### config.mk
export PLATFORM = sky130hd
export DESIGN_NAME = framebuffer_addrgen
export DESIGN_NICKNAME = d
export VERILOG_FILES = /design/src/rtl/framebuffer_addrgen.sv
export SDC_FILE = /design/constraint.sdc
export NUM_CORES = 1
export LEC_CHECK = 0
export ABC_AREA = 0
export CAP_MARGIN = 20
export CORE_MARGIN = 2
export CORE_UTILIZATION = 45
export CTS_CLUSTER_DIAMETER = 100
export DETAILED_ROUTE_END_ITERATION = 8
export GPL_TIMING_DRIVEN = 0
export PLACE_DENSITY_LB_ADDON = 0.12
export SLEW_MARGIN = 20
export SYNTH_ARGS = -nofsm -noshare
export SYNTH_HDL_FRONTEND = slang
export SYNTH_SLANG_ARGS = --single-unit
### constraint.sdc
create_clock -name clk -period 4.1 [get_ports clk]
set_input_delay 0.615 -clock clk [delete_from_list [all_inputs] [get_ports clk]]
set_output_delay 0.615 -clock clk [all_outputs]
set_load 0.01 [all_outputs]
### src/rtl/framebuffer_addrgen.sv
// Framebuffer read-address generator: raster scan beats interleaved with random-access
// requests, mapped onto a bank/block/word/pixel BRAM organisation behind one output register.
module framebuffer_addrgen #(
    parameter int WIDTH           = 1024,
    parameter int HEIGHT          = 512,
    parameter int BPP             = 1,
    parameter int WORD_WIDTH      = 16,
    parameter int BRAM_BITS       = 16384,
    parameter int NUM_BANKS       = 4,
    parameter int BLOCKS_PER_BANK = 8,
    localparam int PPW   = WORD_WIDTH / BPP,
    localparam int WPL   = WIDTH / PPW,
    localparam int LPB   = BRAM_BITS / (WIDTH * BPP),
    localparam int A_W   = $clog2(BRAM_BITS / WORD_WIDTH),
    localparam int X_W   = $clog2(WIDTH) + 1,
    localparam int Y_W   = $clog2(HEIGHT) + 1,
    localparam int BLK_W = (BLOCKS_PER_BANK > 1) ? $clog2(BLOCKS_PER_BANK) : 1,
    localparam int PIX_W = (PPW > 1) ? $clog2(PPW) : 1
) (
    input  logic                 clk,
    input  logic                 rst_n,
    input  logic                 scan_en,
    input  logic                 scan_start,
    input  logic                 req_valid,
    output logic                 req_ready,
    input  logic [X_W-1:0]       req_x,
    input  logic [Y_W-1:0]       req_y,
    output logic                 out_valid,
    input  logic                 out_ready,
    output logic [NUM_BANKS-1:0] out_bank,
    output logic [BLK_W-1:0]     out_block,
    output logic [A_W-1:0]       out_addr,
    output logic [PIX_W-1:0]     out_pix,
    output logic                 out_src,
    output logic                 out_sof,
    output logic                 out_eol,
    output logic                 out_err,
    output logic                 frame_done
);

    localparam int SX_W = (WPL > 1) ? $clog2(WPL) : 1;
    localparam int SY_W = (HEIGHT > 1) ? $clog2(HEIGHT) : 1;

    function automatic bit is_pow2(input int v);
        return (v > 0) && ((v & (v - 1)) == 0);
    endfunction

    if ((NUM_BANKS * BLOCKS_PER_BANK * LPB != HEIGHT) || !is_pow2(WIDTH) || !is_pow2(HEIGHT) ||
        !is_pow2(BPP) || (BPP > 8) || !is_pow2(WORD_WIDTH) || !is_pow2(BRAM_BITS) ||
        !is_pow2(NUM_BANKS) || !is_pow2(BLOCKS_PER_BANK) || !is_pow2(PPW) || !is_pow2(WPL) ||
        !is_pow2(LPB)) begin : g_bad_geometry
        $error("framebuffer_addrgen: inconsistent frame/BRAM geometry parameters");
    end

    logic                 out_valid_q, out_valid_d;
    logic [NUM_BANKS-1:0] out_bank_q, out_bank_d;
    logic [BLK_W-1:0]     out_block_q, out_block_d;
    logic [A_W-1:0]       out_addr_q, out_addr_d;
    logic [PIX_W-1:0]     out_pix_q, out_pix_d;
    logic                 out_src_q, out_src_d;
    logic                 out_sof_q, out_sof_d;
    logic                 out_eol_q, out_eol_d;
    logic                 out_err_q, out_err_d;
    logic                 frame_done_q, frame_done_d;
    logic [SX_W-1:0]      sx_q, sx_d;
    logic [SY_W-1:0]      sy_q, sy_d;

    logic        load, issue_req, issue_scan, issue, req_err, last_x, last_y;
    logic [31:0] map_x, map_y, bank_idx;

    always_comb begin
        load       = !out_valid_q || out_ready;
        issue_req  = load && req_valid;
        issue_scan = load && scan_en && !req_valid && !scan_start;
        issue      = issue_req || issue_scan;
        last_x     = (sx_q == SX_W'(WPL - 1));
        last_y     = (sy_q == SY_W'(HEIGHT - 1));

        // Request coordinates take the mapping path whenever present, since they win arbitration.
        if (req_valid) begin
            map_x = 32'(req_x);
            map_y = 32'(req_y);
        end else begin
            map_x = 32'(sx_q) * 32'(PPW);
            map_y = 32'(sy_q);
        end
        req_err  = req_valid && ((map_x >= 32'(WIDTH)) || (map_y >= 32'(HEIGHT)));
        bank_idx = (map_y / 32'(LPB * BLOCKS_PER_BANK)) % 32'(NUM_BANKS);

        out_valid_d  = load ? issue : out_valid_q;
        out_bank_d   = out_bank_q;
        out_block_d  = out_block_q;
        out_addr_d   = out_addr_q;
        out_pix_d    = out_pix_q;
        out_src_d    = out_src_q;
        out_sof_d    = out_sof_q;
        out_eol_d    = out_eol_q;
        out_err_d    = out_err_q;
        frame_done_d = issue_scan && last_x && last_y;
        sx_d         = sx_q;
        sy_d         = sy_q;

        if (issue) begin
            out_src_d = issue_req;
            out_sof_d = issue_scan && (sx_q == '0) && (sy_q == '0);
            out_eol_d = issue_scan && last_x;
            out_err_d = req_err;
            if (req_err) begin
                out_bank_d  = '0;
                out_block_d = '0;
                out_addr_d  = '0;
                out_pix_d   = '0;
            end else begin
                out_bank_d  = NUM_BANKS'(1) << bank_idx;
                out_block_d = BLK_W'((map_y / 32'(LPB)) % 32'(BLOCKS_PER_BANK));
                out_addr_d  = A_W'((map_y % 32'(LPB)) * 32'(WPL) + map_x / 32'(PPW));
                out_pix_d   = PIX_W'(map_x % 32'(PPW));
            end
        end

        // A restart overrides the advance of any beat issued in the same cycle.
        if (scan_start) begin
            sx_d = '0;
            sy_d = '0;
        end else if (issue_scan) begin
            if (last_x) begin
                sx_d = '0;
                sy_d = last_y ? '0 : sy_q + SY_W'(1);
            end else begin
                sx_d = sx_q + SX_W'(1);
            end
        end
    end

    always_ff @(posedge clk or negedge rst_n) begin
        if (!rst_n) begin
            out_valid_q  <= 1'b0;
            out_bank_q   <= '0;
            out_block_q  <= '0;
            out_addr_q   <= '0;
            out_pix_q    <= '0;
            out_src_q    <= 1'b0;
            out_sof_q    <= 1'b0;
            out_eol_q    <= 1'b0;
            out_err_q    <= 1'b0;
            frame_done_q <= 1'b0;
            sx_q         <= '0;
            sy_q         <= '0;
        end else begin
            out_valid_q  <= out_valid_d;
            out_bank_q   <= out_bank_d;
            out_block_q  <= out_block_d;
            out_addr_q   <= out_addr_d;
            out_pix_q    <= out_pix_d;
            out_src_q    <= out_src_d;
            out_sof_q    <= out_sof_d;
            out_eol_q    <= out_eol_d;
            out_err_q    <= out_err_d;
            frame_done_q <= frame_done_d;
            sx_q         <= sx_d;
            sy_q         <= sy_d;
        end
    end

    assign req_ready  = load;
    assign out_valid  = out_valid_q;
    assign out_bank   = out_bank_q;
    assign out_block  = out_block_q;
    assign out_addr   = out_addr_q;
    assign out_pix    = out_pix_q;
    assign out_src    = out_src_q;
    assign out_sof    = out_sof_q;
    assign out_eol    = out_eol_q;
    assign out_err    = out_err_q;
    assign frame_done = frame_done_q;

endmodule

==> results of run 1 <==
power breakdown:
group          internal, µW  switching, µW
clock                   130            130
sequential              436           11.8
combinational          83.6           81.5
total                   649            224
final cells by class:
type                       instances  area share
buffer                            16      0.0276
clock buffer                       6      0.0280
inverter                           6     0.00763
multi-input combinational        182       0.368
sequential                        42       0.356
tap                               67      0.0284
timing repair buffer              53       0.184
layer usage:
layer | GRT usage | routed length, µm | vias to the layer above
met5 | 0 | 0 | -
met4 | 0.0595 | 58 | 0
met3 | 0.0474 | 286 | 5
met2 | 0.346 | 2680 | 51
met1 | 0.297 | 2560 | 933
li1 | - | - | 987
worst min-delay path by stage:
stage                                  startpoint                  endpoint  slack (ns)  cells after the start
after floorplan                             rst_n      frame_done$_DFF_PN0_        0.32                      0
after global placement     out_pix[2]$_DFFE_PN0P_    out_pix[2]$_DFFE_PN0P_        0.46                      2
after detailed placement  out_addr[4]$_DFFE_PN0P_   out_addr[4]$_DFFE_PN0P_        0.47                      2
after CTS                                   rst_n       sy_q[1]$_DFFE_PN0P_        0.32                      1
after global routing                        rst_n  out_block[2]$_DFFE_PN0P_        0.35                      1
final                                       rst_n  out_block[2]$_DFFE_PN0P_        0.31                      1
cells in the final DEF (no fill, tap or decap), types with 3 or more instances in the layout:
| cell | count |
|---|---|
| a21oi_1 | 18 |
| a31oi_1 | 3 |
| and2_1 | 4 |
| and3_1 | 6 |
| buf_2 | 6 |
| clkbuf_1 | 8 |
| clkbuf_8 | 6 |
| clkdlybuf4s50_1 | 51 |
| dfrtp_1 | 42 |
| ha_1 | 7 |
| inv_1 | 6 |
| mux2i_1 | 3 |
| nand2_1 | 46 |
| nand3_1 | 5 |
| nand3b_1 | 3 |
| nor2_1 | 6 |
| nor2b_1 | 10 |
| nor4_1 | 3 |
| o21ai_0 | 30 |
| o31ai_1 | 3 |
| or4_1 | 3 |
| xor2_1 | 3 |
state kept, by name (all words and copies together) (netlist names), 3 cells and up:
name       cells
out_addr      10
out_pix        4
out_block      3
sy_q           9
out_bank       4
sx_q           6
cells by family (layout without fill, tap and decap cells):
kind of cell	Yosys count	count (layout)
AO/OA/AOI/OAI	65	65
XOR/XNOR	4	4
adder cells (fa/ha/maj)	7	7
buffers and inverters	22	81
flip-flops	42	42
multiplexers	4	4
AND/OR/NAND/NOR	102	102
metrics by stage:
stage               instance area (µm²)  setup slack (ns)  power (µW)
global placement                   2850              1.29         618
global route                       2950              1.38         910
CTS                                2950              1.42         882
detailed placement                 2870              1.44         623
floorplan                          2240              1.99         524
finish                             2950              1.41         873
==> flow_metrics.env, run 1 <==
export IMPL_status="completed"
export IMPL_ys_seq_elements=42
export IMPL_viasPerCell=5.31
export IMPL_synth_area_top_cells="dfrtp_1, nand2_1, o21ai_0"
export IMPL_relSlewSlack=0.630
export IMPL_holdBufCountCts=0
export IMPL_cp_slowest_cell="clkdlybuf4s50_1"
export IMPL_regToRegEndpoint="sy_q[0]$_DFFE_PN0P_"
export IMPL_tightest_slew_ns=0.554
export IMPL_fin_util=0.621
export IMPL_area_growth_pct=31.7
export IMPL_syn_instance_count=246
export IMPL_synth_async_reset_ratio=1.00
export IMPL_n_fill_cell=464
export IMPL_dp_cells=366
export IMPL_path_delay_family="buffers and inverters"
export IMPL_synth_edf_count=0
export IMPL_cts_tree="yes"
export IMPL_hpwlAfterDp_um=4140
export IMPL_crit_buf_inv=3
export IMPL_fin_crit_sh=0.656
export IMPL_post_cts_buffers=0
export IMPL_clock_latency_ns=0.29
export IMPL_crit_end="req_ready"
export IMPL_antenna_found_initial=0
export IMPL_yosysTopAreaCell="dfrtp_1"
export IMPL_rr_startpoint="sy_q[0]$_DFFE_PN0P_"
export IMPL_ys_seq_area_frac=0.469
export IMPL_startpoint="out_ready"
export IMPL_multi_input_area_um2=1090
export IMPL_cts_max_level=2
export IMPL_cts_buffers_inserted=5
export IMPL_cts_buffer_depth=2
export IMPL_crit_fanout=10
export IMPL_portBuffers=52
export IMPL_yosys_area_share_simple=0.245
export IMPL_grt_pass1_vias=1793
export IMPL_setup_tns_ns=0
export IMPL_critical_path_required_ns=3.48
export IMPL_hold_path_class="in -> async"
export IMPL_skew_ns=0.00830
export IMPL_grt_max_degree=23
export IMPL_worst_setup_path_type="in -> out"
export IMPL_crit_cells=4
export IMPL_whs_ns=0.305
export IMPL_drtIter0Drc=149
export IMPL_power_per_cell_area_nw_per_um2=296
export IMPL_critPathMaxStageDelay_ns=0.57
export IMPL_syn_area_per_cell_um2=9.11
export IMPL_ys_types=44
export IMPL_vias=1976
export IMPL_cts_resized=0
export IMPL_synth_most_common_cell="nand2_1"
export IMPL_gp_congestion=0.822
export IMPL_setup_violations=0
export IMPL_cts_root_buf="clkbuf_8"
export IMPL_wire_per_inst_um=15.0
export IMPL_fp_dieArea_um2=5560
export IMPL_final_max_slew_viol_count=0
export IMPL_die_w_um=74.6
export IMPL_start_util=0.471
export IMPL_synth_top_family_by_area="simple AND/OR/NAND/NOR gates"
export IMPL_antennaDiodeCount=0
export IMPL_hold_viol_final=0
export IMPL_boundaryPins=55
export IMPL_worstPathCellList="clkdlybuf4s50_1, nand2b_1, buf_2, clkdlybuf4s50_1"
export IMPL_seqCellArea_um2=1050
export IMPL_ir_drop_v=0.000119
export IMPL_cp_start_kind="input port"
export IMPL_r2r_cells=8
export IMPL_grt_pass1_wl_um=9000
export IMPL_grt_total_usage=0.216
export IMPL_drc=0
export IMPL_netlist_area_um2=2240
export IMPL_drive_above_1_share=0.0689
export IMPL_yosys_area_share_adder=0.0391
export IMPL_max_cap_violations=0
export IMPL_crit_top_cell="clkdlybuf4s50_1"
export IMPL_p_leak_uw=0.00126
export IMPL_finalNetCount=340
export IMPL_fmax_ghz=0.372
export IMPL_finalCriticalPeriod_ns=2.69
export IMPL_ant_nets=0
export IMPL_instances_no_fill=372
export IMPL_rows=25
export IMPL_cts_sinks=42
export IMPL_synth_nets=280
export IMPL_muxShareOfSynthArea=0.0184
export IMPL_clkTransAtPathRegs_ns=0.07
export IMPL_synth_compound_area_frac=0.167
export IMPL_synthTopCellsByCount="nand2_1, dfrtp_1, o21ai_0, a21oi_1, nor2b_1"
export IMPL_core_um2=4750
export IMPL_ys_warn_count=0
export IMPL_gr_total_overflow=0
export IMPL_r2r_slack_ns=1.77
export IMPL_die_y_um=74.6
export IMPL_drt_pre_antenna_iters=4
export IMPL_yosys_most_used_dff="dfrtp_1"
export IMPL_yosysTopAreaCellShare=0.469
export IMPL_drt_total_wl_um=5580
export IMPL_rsz0062_at_grt="no"
export IMPL_synth_xor_xnor_area_share=0.0156
export IMPL_end_kind="output port"
export IMPL_worstPathArrival_ns=2.07
No activity file was read; power rests on OpenSTA's default activity.
==> run 2, diff against run 1 <==
clock period = 2.5 ns   (was 4.1 ns; I/O delays follow)
==> run 2 against run 1 <==
Compared with the run above:
- hold slack worse by 0.24 ns
- count of clock-buffer cells in the layout unchanged
- final area about the same
- sequential cell count unchanged
- critical endpoint is now sy_q[0]$_DFFE_PN0P_
==> flow_metrics.env, run 2 (synthesized netlist as in run 1, its figures left out) <==
export IMPL_status="completed"
export IMPL_drive_above_1_share=0.0721
export IMPL_cp_slowest_cell="dfrtp_1"
export IMPL_cts_max_level=2
export IMPL_layout_common_cells="clkdlybuf4s50_1, nand2_1, dfrtp_1"
export IMPL_dp_cells=366
export IMPL_dp_slack_ns=0.193
export IMPL_r2r_slack_ns=0.21
export IMPL_drt_total_wl_um=5590
export IMPL_cts_tree="yes"
export IMPL_gp_congestion=0.822
export IMPL_cts_buffer_depth=2
export IMPL_antennaDiodeCount=0
export IMPL_clkTransAtPathRegs_ns=0.08
export IMPL_finalNetCount=340
export IMPL_setup_violations=0
export IMPL_clock_latency_ns=0.29
export IMPL_hpwlAfterDp_um=4140
export IMPL_die_w_um=74.6
export IMPL_layout_commonest_cell="clkdlybuf4s50_1"
export IMPL_vias=1980
export IMPL_fmax_ghz=0.437
export IMPL_worst_setup_path_type="reg -> reg"
export IMPL_grt_total_usage=0.216
export IMPL_die_y_um=74.6
export IMPL_start_util=0.471
export IMPL_area_growth_pct=31.7
export IMPL_cts_sinks=42
export IMPL_cts_root_buf="clkbuf_8"
export IMPL_crit_top_cell="and3_1"
export IMPL_worstPathCellList="ha_1, and3_1, and3_1, and3_1, ha_1, clkbuf_2, or3_1, a21oi_1"
export IMPL_path_delay_family="simple AND/OR/NAND/NOR gates"
export IMPL_hold_viol_final=0
export IMPL_max_cap_violations=0
export IMPL_drtIter0Drc=148
export IMPL_crit_buf_inv=1
export IMPL_power_per_cell_area_nw_per_um2=485
export IMPL_grt_pass1_vias=1793
export IMPL_crit_fanout=10
export IMPL_drt_pre_antenna_iters=4
export IMPL_rows=25
export IMPL_critPathMaxStageDelay_ns=0.43
export IMPL_boundaryPins=55
export IMPL_cp_start_kind="flop"
export IMPL_gr_total_overflow=0
export IMPL_ir_drop_v=0.000195
export IMPL_fp_dieArea_um2=5560
export IMPL_viasPerCell=5.32
export IMPL_finalCriticalPeriod_ns=2.29
export IMPL_skew_ns=0.00827
export IMPL_instances_no_fill=372
export IMPL_end_kind="flop"
export IMPL_core_um2=4750
export IMPL_p_leak_uw=0.00126
export IMPL_wire_per_inst_um=15.0
export IMPL_ant_nets=0
export IMPL_grt_max_degree=23
export IMPL_final_max_slew_viol_count=0
export IMPL_critical_path_required_ns=2.72
export IMPL_fin_ws_ns=0.209
export IMPL_largest_register_ffs=10
export IMPL_hold_path_class="in -> async"
export IMPL_rsz0062_at_grt="no"
export IMPL_portBuffers=52
export IMPL_fin_crit_sh=0.916
export IMPL_worstPathArrival_ns=2.51
export IMPL_relSlewSlack=0.630
export IMPL_antenna_found_initial=0
export IMPL_drc=0
export IMPL_cts_buffers_inserted=5
export IMPL_tightest_slew_ns=0.555
export IMPL_grt_pass1_wl_um=9000
==> run 2: cell counts in the layout (fill, tap and decap cells not counted) <==
Identical to the previous run, type by type.
==> run 2: repair_timing <==
action | CTS | global route
setup endpoints to repair | 0 | 2
hold buffers | 0 | 0
setup buffers | 0 | 0
resized for setup | 0 | 2
==> run 2: final timing paths <==
path,start,end,cells past startpoint
max,sy_q[0]$_DFFE_PN0P_,sy_q[0]$_DFFE_PN0P_,8
min,rst_n,out_block[2]$_DFFE_PN0P_,1
max reg2reg,sy_q[0]$_DFFE_PN0P_,sy_q[0]$_DFFE_PN0P_,8
min reg2reg,out_addr[4]$_DFFE_PN0P_,out_addr[4]$_DFFE_PN0P_,2
max in group asynchronous,rst_n,out_addr[3]$_DFFE_PN0P_,2
min in group clk,scan_start,out_eol$_DFFE_PN0P_,2
==> run 2: metal layers <==
metal | vias to the layer above | share of wire | track usage
li1 | 987 | - | -
met1 | 937 | 0.46 | 0.297
met2 | 51 | 0.48 | 0.346
met3 | 5 | 0.051 | 0.0474
met4 | 0 | 0.010 | 0.0595
met5 | - | 0 | 0
==> run 2: cell type report <==
class                   instances  area, µm²
multi-input cells             182       1090
clock buffers                   6       82.6
plain buffers                  16       82.6
flip-flops and latches         42       1050
inverters                       6       22.5
repair buffers                 53        543
fillers                       464       1800
well taps                      67       83.8
==> run 2: where the power goes <==
group | total, µW | internal (µW) | leakage [µW] | switching [µW]
registers | 734 | 715 | 0.000569 | 19.4
logic | 271 | 137 | 0.000650 | 134
clock network | 427 | 213 | 0.0000431 | 214
total | 1430 | 1060 | 0.00126 | 367
==> run 2: stage by stage <==
stage / hold WS (ns) / instance area [µm²] / total power (µW) / util / setup TNS, ns
final: 0.0650 / 2950 / 1430 / 0.621 / 0
after global routing: 0.109 / 2950 / 1490 / 0.621 / 0
after CTS: 0.0788 / 2950 / 1450 / 0.621 / 0
after detailed placement: 0.394 / 2870 / 1020 / 0.603 / 0
after global placement: 0.461 / 2850 / 1010 / 0.598 / -2.87
after floorplan: 0.0794 / 2240 / 859 / - / 0
